===== src/rtl/writeback_unit_pkg.sv =====
// Shared pCPU definitions for the writeback stage.
// Provides the register-file geometry, the writeback buffer depth, the
// arbitration source encoding and a helper for scoreboard lookups.
package writeback_unit_pkg;

    localparam int NUM_REGS      = 32;
    localparam int REG_ADDR_W    = 5;
    localparam int WB_FIFO_DEPTH = 2;

    typedef logic [REG_ADDR_W-1:0] reg_addr_t;

    // Which producer wins the register-file write port this cycle.
    typedef enum logic [1:0] {
        SRC_NONE = 2'd0,
        SRC_ALU  = 2'd1,
        SRC_FIFO = 2'd2
    } wb_src_e;

    // Register 0 is hardwired and therefore never reported busy.
    function automatic logic reg_busy(input logic [NUM_REGS-1:0] busy,
                                      input reg_addr_t           ra);
        return (ra != '0) && busy[ra];
    endfunction

endpackage


===== src/rtl/writeback_unit_skid_fifo.sv =====
// wb_skid_fifo: small in-order buffer for long-latency writeback results.
// Ports:
//   clk, rst          - clock, asynchronous active-high reset
//   push_i            - write {push_rd_i, push_data_i} at the tail (ignored when full)
//   pop_i             - drop the head entry (ignored when empty)
//   full_o, empty_o   - occupancy flags, driven from registered state only
//   head_rd_o/_data_o - oldest entry, valid while !empty_o
module wb_skid_fifo
    import writeback_unit_pkg::*;
#(
    parameter int WIDTH = 32,
    parameter int DEPTH = WB_FIFO_DEPTH
) (
    input  logic                  clk,
    input  logic                  rst,
    input  logic                  push_i,
    input  logic [REG_ADDR_W-1:0] push_rd_i,
    input  logic [WIDTH-1:0]      push_data_i,
    input  logic                  pop_i,
    output logic                  full_o,
    output logic                  empty_o,
    output logic [REG_ADDR_W-1:0] head_rd_o,
    output logic [WIDTH-1:0]      head_data_o
);

    localparam int PTR_W = (DEPTH > 1) ? $clog2(DEPTH) : 1;
    localparam int CNT_W = $clog2(DEPTH + 1);

    logic [REG_ADDR_W-1:0] rd_mem   [DEPTH];
    logic [WIDTH-1:0]      data_mem [DEPTH];

    logic [PTR_W-1:0] wr_ptr_q, wr_ptr_d;
    logic [PTR_W-1:0] rd_ptr_q, rd_ptr_d;
    logic [CNT_W-1:0] count_q,  count_d;
    logic             push_ok, pop_ok;

    function automatic logic [PTR_W-1:0] ptr_inc(input logic [PTR_W-1:0] p);
        return (p == PTR_W'(DEPTH - 1)) ? '0 : p + 1'b1;
    endfunction

    assign full_o      = (count_q == CNT_W'(DEPTH));
    assign empty_o     = (count_q == '0);
    assign head_rd_o   = rd_mem[rd_ptr_q];
    assign head_data_o = data_mem[rd_ptr_q];

    assign push_ok = push_i && !full_o;
    assign pop_ok  = pop_i && !empty_o;

    always_comb begin
        // NOTE: every variable gets a default first so no path leaves it unassigned (no latch).
        wr_ptr_d = wr_ptr_q;
        rd_ptr_d = rd_ptr_q;
        count_d  = count_q;
        if (push_ok) wr_ptr_d = ptr_inc(wr_ptr_q);
        if (pop_ok)  rd_ptr_d = ptr_inc(rd_ptr_q);
        case ({push_ok, pop_ok})
            2'b10:   count_d = count_q + 1'b1;
            2'b01:   count_d = count_q - 1'b1;
            default: count_d = count_q;
        endcase
    end

    // NOTE: storage is not reset; the count alone decides what is valid, so it needs no reset.
    always_ff @(posedge clk) begin
        if (push_ok) begin
            rd_mem[wr_ptr_q]   <= push_rd_i;
            data_mem[wr_ptr_q] <= push_data_i;
        end
    end

    // NOTE: sequential state uses non-blocking assignments so all registers update together.
    always_ff @(posedge clk or posedge rst) begin
        if (rst) begin
            wr_ptr_q <= '0;
            rd_ptr_q <= '0;
            count_q  <= '0;
        end else begin
            wr_ptr_q <= wr_ptr_d;
            rd_ptr_q <= rd_ptr_d;
            count_q  <= count_d;
        end
    end

endmodule


===== src/rtl/writeback_unit.sv =====
// writeback_unit: merges single-cycle ALU results and buffered long-latency
// results onto one registered register-file write port, and tracks which
// registers still await a long-latency result.
// Ports:
//   clk, rst                      - clock, asynchronous active-high reset
//   alu_valid/alu_rd/alu_data     - ALU result, always accepted, highest priority
//   lsu_valid/lsu_rd/lsu_data     - long-latency result, accepted when lsu_ready
//   lsu_ready                     - buffer has room (registered state only)
//   issue_valid/issue_rd/issue_long - issuing instruction, marks rd busy if long
//   chk_ra0/chk_ra1, hazard       - source operands and combinational busy check
//   alu_hold                      - buffer full, ALU must stall next cycle
//   rf_we/rf_wa/rf_wd             - registered register-file write port
//   sb_err                        - sticky: long issue to a register already busy
module writeback_unit
    import writeback_unit_pkg::*;
#(
    parameter int WIDTH = 32
) (
    input  logic                  clk,
    input  logic                  rst,
    input  logic                  alu_valid,
    input  logic [REG_ADDR_W-1:0] alu_rd,
    input  logic [WIDTH-1:0]      alu_data,
    input  logic                  lsu_valid,
    input  logic [REG_ADDR_W-1:0] lsu_rd,
    input  logic [WIDTH-1:0]      lsu_data,
    output logic                  lsu_ready,
    input  logic                  issue_valid,
    input  logic [REG_ADDR_W-1:0] issue_rd,
    input  logic                  issue_long,
    input  logic [REG_ADDR_W-1:0] chk_ra0,
    input  logic [REG_ADDR_W-1:0] chk_ra1,
    output logic                  hazard,
    output logic                  alu_hold,
    output logic                  rf_we,
    output logic [REG_ADDR_W-1:0] rf_wa,
    output logic [WIDTH-1:0]      rf_wd,
    output logic                  sb_err
);

    logic                  fifo_full, fifo_empty, fifo_push, fifo_pop;
    logic [REG_ADDR_W-1:0] head_rd;
    logic [WIDTH-1:0]      head_data;

    wb_src_e               sel_src;
    logic [REG_ADDR_W-1:0] sel_rd;
    logic [WIDTH-1:0]      sel_data;

    logic                  rf_we_q, rf_we_d;
    logic [REG_ADDR_W-1:0] rf_wa_q, rf_wa_d;
    logic [WIDTH-1:0]      rf_wd_q, rf_wd_d;

    logic [NUM_REGS-1:0]   busy_q, busy_d;
    logic                  sb_err_q, sb_err_d;
    logic                  set_en, clr_en;

    // Readiness depends only on registered occupancy, never on lsu_valid.
    assign lsu_ready = !fifo_full && !rst;
    assign alu_hold  = fifo_full && !rst;
    assign fifo_push = lsu_valid && lsu_ready;
    assign fifo_pop  = !alu_valid && !fifo_empty;

    wb_skid_fifo #(.WIDTH(WIDTH), .DEPTH(WB_FIFO_DEPTH)) u_fifo (
        .clk         (clk),
        .rst         (rst),
        .push_i      (fifo_push),
        .push_rd_i   (lsu_rd),
        .push_data_i (lsu_data),
        .pop_i       (fifo_pop),
        .full_o      (fifo_full),
        .empty_o     (fifo_empty),
        .head_rd_o   (head_rd),
        .head_data_o (head_data)
    );

    // Write-port arbitration: ALU first, otherwise drain the buffer head.
    always_comb begin
        sel_src  = SRC_NONE;
        sel_rd   = '0;
        sel_data = '0;
        if (alu_valid) begin
            sel_src  = SRC_ALU;
            sel_rd   = alu_rd;
            sel_data = alu_data;
        end else if (fifo_pop) begin
            sel_src  = SRC_FIFO;
            sel_rd   = head_rd;
            sel_data = head_data;
        end
    end

    // Writes to r0 are dropped; address/data hold their last real write.
    always_comb begin
        rf_we_d = (sel_src != SRC_NONE) && (sel_rd != '0);
        rf_wa_d = rf_we_d ? sel_rd   : rf_wa_q;
        rf_wd_d = rf_we_d ? sel_data : rf_wd_q;
    end

    // Scoreboard: a pop retires rd; a new long issue re-marks it and wins.
    // Re-issuing to a register whose result retires in the same cycle is a
    // legitimate reuse, so it does not raise sb_err.
    assign set_en = issue_valid && issue_long && (issue_rd != '0);
    assign clr_en = fifo_pop && (head_rd != '0);

    always_comb begin
        busy_d   = busy_q;
        sb_err_d = sb_err_q;
        if (clr_en) busy_d[head_rd] = 1'b0;
        if (set_en) begin
            busy_d[issue_rd] = 1'b1;
            if (busy_q[issue_rd] && !(clr_en && head_rd == issue_rd)) sb_err_d = 1'b1;
        end
        busy_d[0] = 1'b0;
    end

    assign hazard = reg_busy(busy_q, chk_ra0) || reg_busy(busy_q, chk_ra1);

    always_ff @(posedge clk or posedge rst) begin
        if (rst) begin
            rf_we_q  <= 1'b0;
            rf_wa_q  <= '0;
            rf_wd_q  <= '0;
            busy_q   <= '0;
            sb_err_q <= 1'b0;
        end else begin
            rf_we_q  <= rf_we_d;
            rf_wa_q  <= rf_wa_d;
            rf_wd_q  <= rf_wd_d;
            busy_q   <= busy_d;
            sb_err_q <= sb_err_d;
        end
    end

    assign rf_we  = rf_we_q;
    assign rf_wa  = rf_wa_q;
    assign rf_wd  = rf_wd_q;
    assign sb_err = sb_err_q;

endmodule


===== config.mk =====
export PLATFORM = sky130hd
export DESIGN_NAME = writeback_unit
export DESIGN_NICKNAME = d
export VERILOG_FILES = /design/src/rtl/writeback_unit_pkg.sv /design/src/rtl/writeback_unit_skid_fifo.sv /design/src/rtl/writeback_unit.sv
export SDC_FILE = /design/constraint.sdc
export NUM_CORES = 1
export LEC_CHECK = 0
export ABC_CLOCK_PERIOD_IN_PS = 4740
export BUFFER_PORTS_ARGS = -buffer_cell sky130_fd_sc_hd__buf_2
export CAP_MARGIN = 20
export CORE_UTILIZATION = 30
export DETAILED_ROUTE_END_ITERATION = 16
export PLACE_DENSITY_LB_ADDON = 0.15
export SLEW_MARGIN = 5
export SYNTH_ARGS = -nofsm -noshare
export SYNTH_HDL_FRONTEND = slang
export SYNTH_SLANG_ARGS = --single-unit

===== constraint.sdc =====
create_clock -name clk -period 4.74 [get_ports clk]
set_input_delay 0.711 -clock clk [delete_from_list [all_inputs] [get_ports clk]]
set_output_delay 0.711 -clock clk [all_outputs]
set_load 0.02 [all_outputs]

==> results of run 1 <==
==> registers in the layout (all words and copies together), names as in the netlist <==
name	flops
busy_q	31
rf_wa	5
rf_wd	32
rf_we	1
sb_err	1
u_fifo.count_q	2
u_fifo.data_mem	64
u_fifo.rd_mem	10
u_fifo.rd_ptr_q	1
u_fifo.wr_ptr_q	1
==> per-layer routing <==
layer | wire length, µm | share of wire | GRT usage
met3 | 1060 | 0.060 | 0.0431
met1 | 7530 | 0.43 | 0.190
met5 | 10 | 0.00057 | 0
met4 | 159 | 0.0091 | 0.0524
met2 | 8790 | 0.50 | 0.259
==> kinds of logic (layout without fill, tap and decap cells) <==
| logic type | after synthesis | count (layout) | share of synthesized area |
|---|---|---|---|
| xor gates and xnor gates | 10 | 10 | 0.0126 |
| adders and majority gates | 1 | 1 | 0.00180 |
| muxes | 106 | 106 | 0.215 |
| and+or+nand+nor | 99 | 99 | 0.0668 |
| other | 0 | 4 | 0 |
| buffers and inverters | 35 | 178 | 0.0258 |
| DFF | 148 | 148 | 0.588 |
| AOI/OAI and AO/OA | 115 | 115 | 0.0906 |
==> final cells by class <==
cell class,count,area [µm²],area share
diodes,4,10.0,0.00118
clock inverters,14,151,0.0178
clock buffers,18,439,0.0517
inverters,5,22.5,0.00265
repair buffers,141,738,0.0869
multi-input cells,331,2700,0.318
flip-flops and latches,148,4080,0.480
well taps,285,357,0.0420
==> worst register-to-register path, cell delays in order (launching register included) <==
cell	delay, ns
dfrtp_2	0.77
mux2i_4	0.44
and2_1	0.20
a41o_1	0.18
and2_1	0.29
inv_4	0.29
mux2_1	0.40
==> metrics by stage <==
step	instance area, µm²	util	std cells	power, W
3_5_place_dp	7860	0.347	909	0.00347
3_3_place_gp	7860	0.347	909	0.00344
2_1_floorplan	6930	-	514	0.00298
5_1_grt	8480	0.375	943	0.00503
6_report	8490	0.375	946	0.00476
4_1_cts	8450	0.373	941	0.00482
==> worst max path at each step <==
stage | start | end | slack (ns) | depth (start not counted)
floorplan | rst | alu_hold | 1.32 | 2
global placement | alu_valid | rf_wd[21] | 1.91 | 6
detailed placement | chk_ra0[2] | hazard | 1.87 | 7
CTS | chk_ra0[2] | hazard | 1.87 | 7
global route | chk_ra0[2] | hazard | 1.75 | 7
finish | chk_ra0[2] | hazard | 1.88 | 7
==> report_power, final <==
part / internal [W] / total [W] / switching (W)
combinational: 0.000673 / 0.00143 / 0.000758
clock: 0.000794 / 0.00133 / 0.000538
sequential: 0.00169 / 0.00200 / 0.000305
total: 0.00316 / 0.00476 / 0.00160
==> placed cells by master (no fill, tap or decap), drive strengths merged, types with 5 or more instances in the layout <==
| cell type | netlist | routed |
|---|---|---|
| buf | 11 | 141 |
| o21ai | 94 | 94 |
| edfxtp | 74 | 74 |
| dfrtp | 74 | 74 |
| mux2i | 52 | 52 |
| nand2 | 49 | 49 |
| mux2 | 34 | 34 |
| mux4 | 20 | 20 |
| clkbuf | 19 | 18 |
| nor2 | 14 | 14 |
| clkinv | 0 | 8 |
| xnor2 | 7 | 7 |
| inv | 5 | 7 |
| nor3 | 6 | 6 |
| a21oi | 6 | 6 |
| a221o | 5 | 5 |
| nand3b | 5 | 5 |
==> run metrics, run 1 <==
overall track demand over capacity in global routing=0.154; clk buf depth=2; Final min period=2.86 ns; FF-to-FF path depth=6; cell taking the most area after synthesis=edfxtp_1; data required time of the worst path=4.03 ns; Leakage=3.55 nW; via count of the routed design=4,691; critical path buffer and inverter count=2; Syn Area/Cell=13.5 µm²; leading cell types by count after synthesis=74 x dfrtp_1, 74 x edfxtp_1, 70 x o21ai_0; clock buffers created by TritonCTS=17; layout cell share with drive strength beyond 1=0.352; H-Tree Depth=4; net count after synthesis=610; destination of the worst register-to-register timing path=rf_wd[20]; highest ir drop seen on vdd=0.000266 V; family of cells with the greatest summed delay on the critical path=multiplexers; Clock Skews=0.0129 ns; biggest cell delay along the critical path=0.54 ns; maximum clock frequency=350 MHz; startpoint types=input pin; worst reg2reg setup slack=2.05 ns; chip height=154 µm; Buffers on Ports=136; critical-path cell with the highest stage delay=mux4_2; number of clock sinks=148; class of the most critical setup path=in -> out; Min-Delay Path Class=in -> async; Synth top area share=0.321; clock-pin slew on the worst setup and hold paths=0.06 ns; Syn. warnings=0; run status=completed; netlist area before placement=6930 µm²; maximum number of pins on one net before global-route repair=75; first-pass GRT wire length=27,600 µm; final total negative setup slack=0 ns; actual transition at the worst max-transition pin=1.02 ns; critical register-to-register path startpoint=u_fifo.rd_ptr_q; final hold violation count=0; initial standard-cell utilization of the core=0.306; DIE AREA=23,700 µm²; Final period util=0.604; post-route ant nets=0; number of maximum-capacitance constraint violations=0; number of resized instances in the post-cts repair step=0; smallest hold slack=0.359 ns; GRT overflow=0; Post-Syn Instances=514; clock latency reported for the late side of the worst-skew pair=0.42 ns; Ports=137; Post-Place Setup Slack=1.87 ns; DRC errors left=0; core region area=22,600 µm²; num rows=55; sequential area share after synthesis=0.588; wire length reported by the detailed router=17,600 µm; unrepaired setup endpoints after global routing=no; Slew HR=0.318; fin. max-slew vios=0; flip-flop and latch count after synthesis=148; drt first pass iters=5; setup violators final=0; TritonCTS clock tree=built; most instantiated flip-flop cell in the synthesis netlist=edfxtp_1; number of antenna violations at the first check in global routing=6; count of distinct cell types in the synthesized netlist=43; number of enable flip-flop cells after synthesis=74; total power per unit cell area=561 nW/µm²; placed wire-length estimate=12,000 µm; hold buffer count at CTS=0; average routed wire per standard cell=18.6 µm; area added between synthesis and finish=22.5%; sequence of cells on the critical path=buf_2 -> mux4_2 -> mux2i_1 -> nor2_1 -> a21oi_1 -> nand3_1 -> buf_2; cell at the root of the clock tree=clkbuf_16; endpoint type of the worst setup path=output port; per-cell via count in the routed design=4.96; crit-path max FO=9; initial detailed-routing violation count=284; Die X-Extent=154 µm; number of fill cells=2,164; number of global-route vias before repair=4,920; Total Nets Final=740; Worst EP arrival=2.15 ns; slack of the critical path=1.88 ns; final weighted congestion in routability-driven placement=0.804; crit-path most repeated cell=buf_2; top area cells in the synthesized netlist=edfxtp_1 32%, dfrtp_1 27%, mux2i_1 7.2%; Post CTS Setup Buffer Count=0; post-synthesis async set-or-reset flop share=0.500
Power figures use the tool's default switching activity.
==> inputs of run 2 (changes only) <==
--- a/config.mk
+++ b/config.mk
@@ -5,7 +5,7 @@
 export SDC_FILE = /design/constraint.sdc
 export NUM_CORES = 1
 export LEC_CHECK = 0
-export ABC_CLOCK_PERIOD_IN_PS = 4740
+export ABC_CLOCK_PERIOD_IN_PS = 2700
 export BUFFER_PORTS_ARGS = -buffer_cell sky130_fd_sc_hd__buf_2
 export CAP_MARGIN = 20
 export CORE_UTILIZATION = 30
==> constraint.sdc (replaced) <==
create_clock -name clk -period 2.7 [get_ports clk]
set_input_delay 0.405 -clock clk [delete_from_list [all_inputs] [get_ports clk]]
set_output_delay 0.405 -clock clk [all_outputs]
set_load 0.02 [all_outputs]
==> run metrics, run 2 (same netlist as run 1, synthesis figures left out) <==
run status=completed; initial standard-cell utilization of the core=0.306; critical path buffer and inverter count=1; Slew HR=0.506; post-route ant nets=0; Clock Skews=0.00892 ns; sequence of cells on the critical path=mux4_2 -> mux2i_1 -> o32ai_1 -> nor3_1 -> nand3_1 -> buf_2; area added between synthesis and finish=23.4%; critical-path cell with the highest stage delay=mux4_2; placed wire-length estimate=12,400 µm; Worst EP arrival=2.04 ns; cell at the root of the clock tree=clkbuf_16; Post CTS Setup Buffer Count=0; Buffers on Ports=136; TritonCTS clock tree=built; crit-path max FO=4; number of antenna violations at the first check in global routing=4; number of resized instances in the post-cts repair step=0; number of fill cells=2,194; core region area=22,600 µm²; Final period util=0.907; H-Tree Depth=4; via count of the routed design=4,736; number of flip-flops in the largest register=64; post-route core utilization=0.378; drt first pass iters=4; maximum number of pins on one net before global-route repair=75; share of power burned in registers=0.409; total power per unit cell area=987 nW/µm²; GRT overflow=0; clock buffers created by TritonCTS=17; setup violators final=0; data required time of the worst path=2.30 ns; clock latency reported for the late side of the worst-skew pair=0.42 ns; Die X-Extent=154 µm; highest ir drop seen on vdd=0.000478 V; average routed wire per standard cell=18.7 µm; fin. max-slew vios=0; Leakage=3.58 nW; maximum clock frequency=408 MHz; worst setup path startpoint=busy_q[2]; number of clock sinks=148; final hold violation count=0; number of global-route vias before repair=5,012; hold buffer count at CTS=0; proportion of total power due to net switching=0.331; endpoint type of the worst setup path=output port; num rows=55; DRC errors left=0; final weighted congestion in routability-driven placement=0.819; storage element area=4080 µm²; startpoint types=register; highest-count cells in the layout ignoring fill and taps=136 x buf_2, 74 x edfxtp_1, 73 x dfrtp_1; Min-Delay Path Class=in -> async; critical register-to-register path startpoint=u_fifo.rd_ptr_q; top register by number of flip-flops=u_fifo.data_mem; unrepaired setup endpoints after global routing=no; placed cells=917; switching power of the nets=0.00279 W; Final min period=2.45 ns; initial detailed-routing violation count=260; cell internal power dissipation=0.00565 W; class of the most critical setup path=reg -> out; family of cells with the greatest summed delay on the critical path=multiplexers; overall track demand over capacity in global routing=0.156; area taken by multi-input logic gates=2700 µm²; actual transition at the worst max-transition pin=0.736 ns; final cell count without fillers=951; clock-pin slew on the worst setup and hold paths=0.06 ns; worst reg2reg setup slack=0.34 ns; clk buf depth=2; Total Nets Final=748; smallest hold slack=0.0932 ns; fraction of power consumed by combinational cells=0.310; chip height=154 µm; layout cell share with drive strength beyond 1=0.352; biggest cell delay along the critical path=0.48 ns; final total negative setup slack=0 ns; number of maximum-capacitance constraint violations=0; DIE AREA=23,700 µm²; per-cell via count in the routed design=4.98; wire length reported by the detailed router=17,800 µm; most common cell after layout, fill and taps aside=buf_2; Ports=137; fraction of power consumed by the clock network=0.281; first-pass GRT wire length=27,900 µm
## run 2: metal layers
metal	wire (µm)	vias up	share of wire	global-route usage
li1	-	2207	-	-
met1	7710	2371	0.43	0.193
met2	8820	134	0.50	0.263
met3	1030	18	0.058	0.0417
met4	172	6	0.0097	0.0476
met5	41	-	0.0023	0
## run 2: worst paths after layout
path / to / depth (start not counted)
worst max-delay path: hazard / 6
worst min-delay path: rf_wd[14] / 3
worst max register to register: rf_wd[19] / 6
worst min register to register: rf_wd[21] / 1
max in group asynchronous: rf_wd[23] / 4
min in group clk: u_fifo.data_mem[0][4] / 1
## run 2: power groups by stage
stage	clock (W)	combinational (W)	sequential, W
floorplan	0	0.00167	0.00357
global placement	0	0.00262	0.00346
detailed placement	0	0.00267	0.00348
CTS	0.00243	0.00267	0.00345
global route	0.00253	0.00285	0.00352
finish	0.00237	0.00262	0.00345
## run 2: final cells by class
type | instances | area share
antenna | 1 | 0.000292
clock buffer | 19 | 0.0506
clock inverter | 13 | 0.0181
inverter | 5 | 0.00292
multi-input combinational | 331 | 0.315
sequential | 148 | 0.476
tap | 285 | 0.0417
timing repair buffer | 149 | 0.0948
## run 2: tightest hold or removal path, cell delays in order
cell	delay, ns
buf_2	0.12
clkinvlp_4	0.06
buf_4	0.34
## run 2: stage by stage
step                area [µm²]  setup WS, ns  power (W)
finish                    8560         0.251    0.00844
global route              8550         0.167    0.00890
CTS                       8530         0.215    0.00855
detailed placement        7940         0.329    0.00614
global placement          7940         0.378    0.00608
floorplan                 6940         0.234    0.00524
==> inputs of run 3 (changes only) <==
--- a/config.mk
+++ b/config.mk
@@ -10,7 +10,7 @@
 export CAP_MARGIN = 20
 export CORE_UTILIZATION = 30
 export DETAILED_ROUTE_END_ITERATION = 16
-export PLACE_DENSITY_LB_ADDON = 0.15
+export PLACE_DENSITY = 0.47
 export SLEW_MARGIN = 5
 export SYNTH_ARGS = -nofsm -noshare
 export SYNTH_HDL_FRONTEND = slang
==> run metrics, run 3 (same netlist as run 1, synthesis figures left out) <==
DRC errors left=0; via count of the routed design=4,810; Post-Place Setup Slack=0.288 ns; num rows=55; slack of the critical path=0.323 ns; final hold violation count=0; initial detailed-routing violation count=315; hold buffer count at CTS=0; clk buf depth=2; number of maximum-capacitance constraint violations=0; Die X-Extent=154 µm; clock buffers created by TritonCTS=17; total power per unit cell area=1010 nW/µm²; number of antenna diodes=0; highest ir drop seen on vdd=0.000456 V; Worst EP arrival=1.97 ns; placed wire-length estimate=12,000 µm; Clock Skews=0.00935 ns; number of clock sinks=148; Final min period=2.38 ns; layout cell share with drive strength beyond 1=0.354; highest-count cells in the layout ignoring fill and taps=136 x buf_2, 74 x edfxtp_1, 73 x dfrtp_1; maximum number of pins on one net before global-route repair=75; Leakage=3.62 nW; DIE AREA=23,700 µm²; Min-Delay Path Class=in -> async; startpoint types=register; critical-path cell with the highest stage delay=mux4_2; crit-path max FO=4; number of flip-flops in the largest register=64; first-pass GRT wire length=27,900 µm; area added between synthesis and finish=24.4%; biggest cell delay along the critical path=0.48 ns; drt first pass iters=5; Total Nets Final=747; worst setup path startpoint=busy_q[15]; TritonCTS clock tree=built; FF-to-FF path depth=6; Slew HR=0.494; core region area=22,600 µm²; GRT overflow=0; Post CTS Setup Buffer Count=0; number of global-route vias before repair=4,933; class of the most critical setup path=reg -> out; clock-pin slew on the worst setup and hold paths=0.06 ns; wire length reported by the detailed router=17,600 µm; cell at the root of the clock tree=clkbuf_16; maximum clock frequency=421 MHz; clock latency reported for the late side of the worst-skew pair=0.41 ns; fin. max-slew vios=0; top register by number of flip-flops=u_fifo.data_mem; number of antenna violations at the first check in global routing=2; critical register-to-register path startpoint=u_fifo.rd_ptr_q; worst reg2reg setup slack=0.33 ns; most common cell after layout, fill and taps aside=buf_2; Ports=137; initial standard-cell utilization of the core=0.306; critical path capture point=hazard; data required time of the worst path=2.30 ns; destination of the worst register-to-register timing path=rf_wd[21]; overall track demand over capacity in global routing=0.154; sequence of cells on the critical path=mux4_2 -> mux2i_1 -> o32ai_1 -> nor3_1 -> nand3_1 -> buf_2; post-route ant nets=0; chip height=154 µm; setup violators final=0; actual transition at the worst max-transition pin=0.754 ns; final total negative setup slack=0 ns; run status=completed; number of resized instances in the post-cts repair step=0; H-Tree Depth=4; Final period util=0.881; endpoint type of the worst setup path=output port; final weighted congestion in routability-driven placement=0.809; Buffers on Ports=136; per-cell via count in the routed design=5.07; unrepaired setup endpoints after global routing=no; average routed wire per standard cell=18.5 µm
## run 3: cell count changes in the layout (fill, tap and decap cells not counted), moves of 2 or more
cell and change:
clkinvlp_4 -2, inv_6 -3, buf_4 -2, clkinv_1 -3
clkbuf_8 +3, bufinv_16 +2
## run 3: power breakdown
part	total, W	switching, W	internal, W
Sequential	0.00345	0.000477	0.00297
Clock	0.00260	0.000887	0.00171
Combinational	0.00262	0.00139	0.00123
## run 3: final cells by class
| class | instances | area [µm²] |
|---|---|---|
| clock buffer | 23 | 478 |
| clock inverter | 9 | 176 |
| fill | 2146 | 14000 |
| inverter | 5 | 25.0 |
| multi-input combinational | 331 | 2700 |
| sequential | 148 | 4080 |
| tap | 285 | 357 |
| timing repair buffer | 148 | 816 |
## run 3: routing by layer
metal | global-route usage | vias up | share of wire
met2 | 0.254 | 189 | 0.48
li1 | - | 2209 | -
met1 | 0.198 | 2391 | 0.44
met4 | 0.0405 | 4 | 0.0080
met3 | 0.0440 | 17 | 0.066
met5 | 0 | - | 0.0013
## run 3: how the worst min path moves through the flow
stage | from | endpoint
5_1_grt | rst | u_fifo.count_q[0]
2_1_floorplan | u_fifo.count_q[1] | u_fifo.count_q[1]
3_3_place_gp | rf_wd[20] | rf_wd[20]
3_5_place_dp | rf_wd[19] | rf_wd[19]
4_1_cts | lsu_data[1] | u_fifo.data_mem[1][1]
6_report | rst | u_fifo.count_q[0]
## run 3: through the flow
| stage | cells | hold WS [ns] | utilization | total power [W] | instance area [µm²] |
|---|---|---|---|---|---|
| global placement | 916 | 0.471 | 0.351 | 0.00608 | 7940 |
| detailed placement | 916 | 0.478 | 0.351 | 0.00614 | 7940 |
| CTS | 948 | 0.154 | 0.380 | 0.00876 | 8600 |
| global route | 949 | 0.0886 | 0.381 | 0.00913 | 8630 |
| finish | 949 | 0.0721 | 0.381 | 0.00867 | 8630 |
| floorplan | 514 | 0.477 | - | 0.00524 | 6940 |
## run 3: critical path: cells and delay by family (launching register included)
family                 cells  cell delay [ns]
AND/OR/NAND/NOR            2             0.22
multiplexers               2             0.66
flip-flops                 1             0.42
AO/OA/AOI/OAI              1             0.09
buffers and inverters      1             0.17
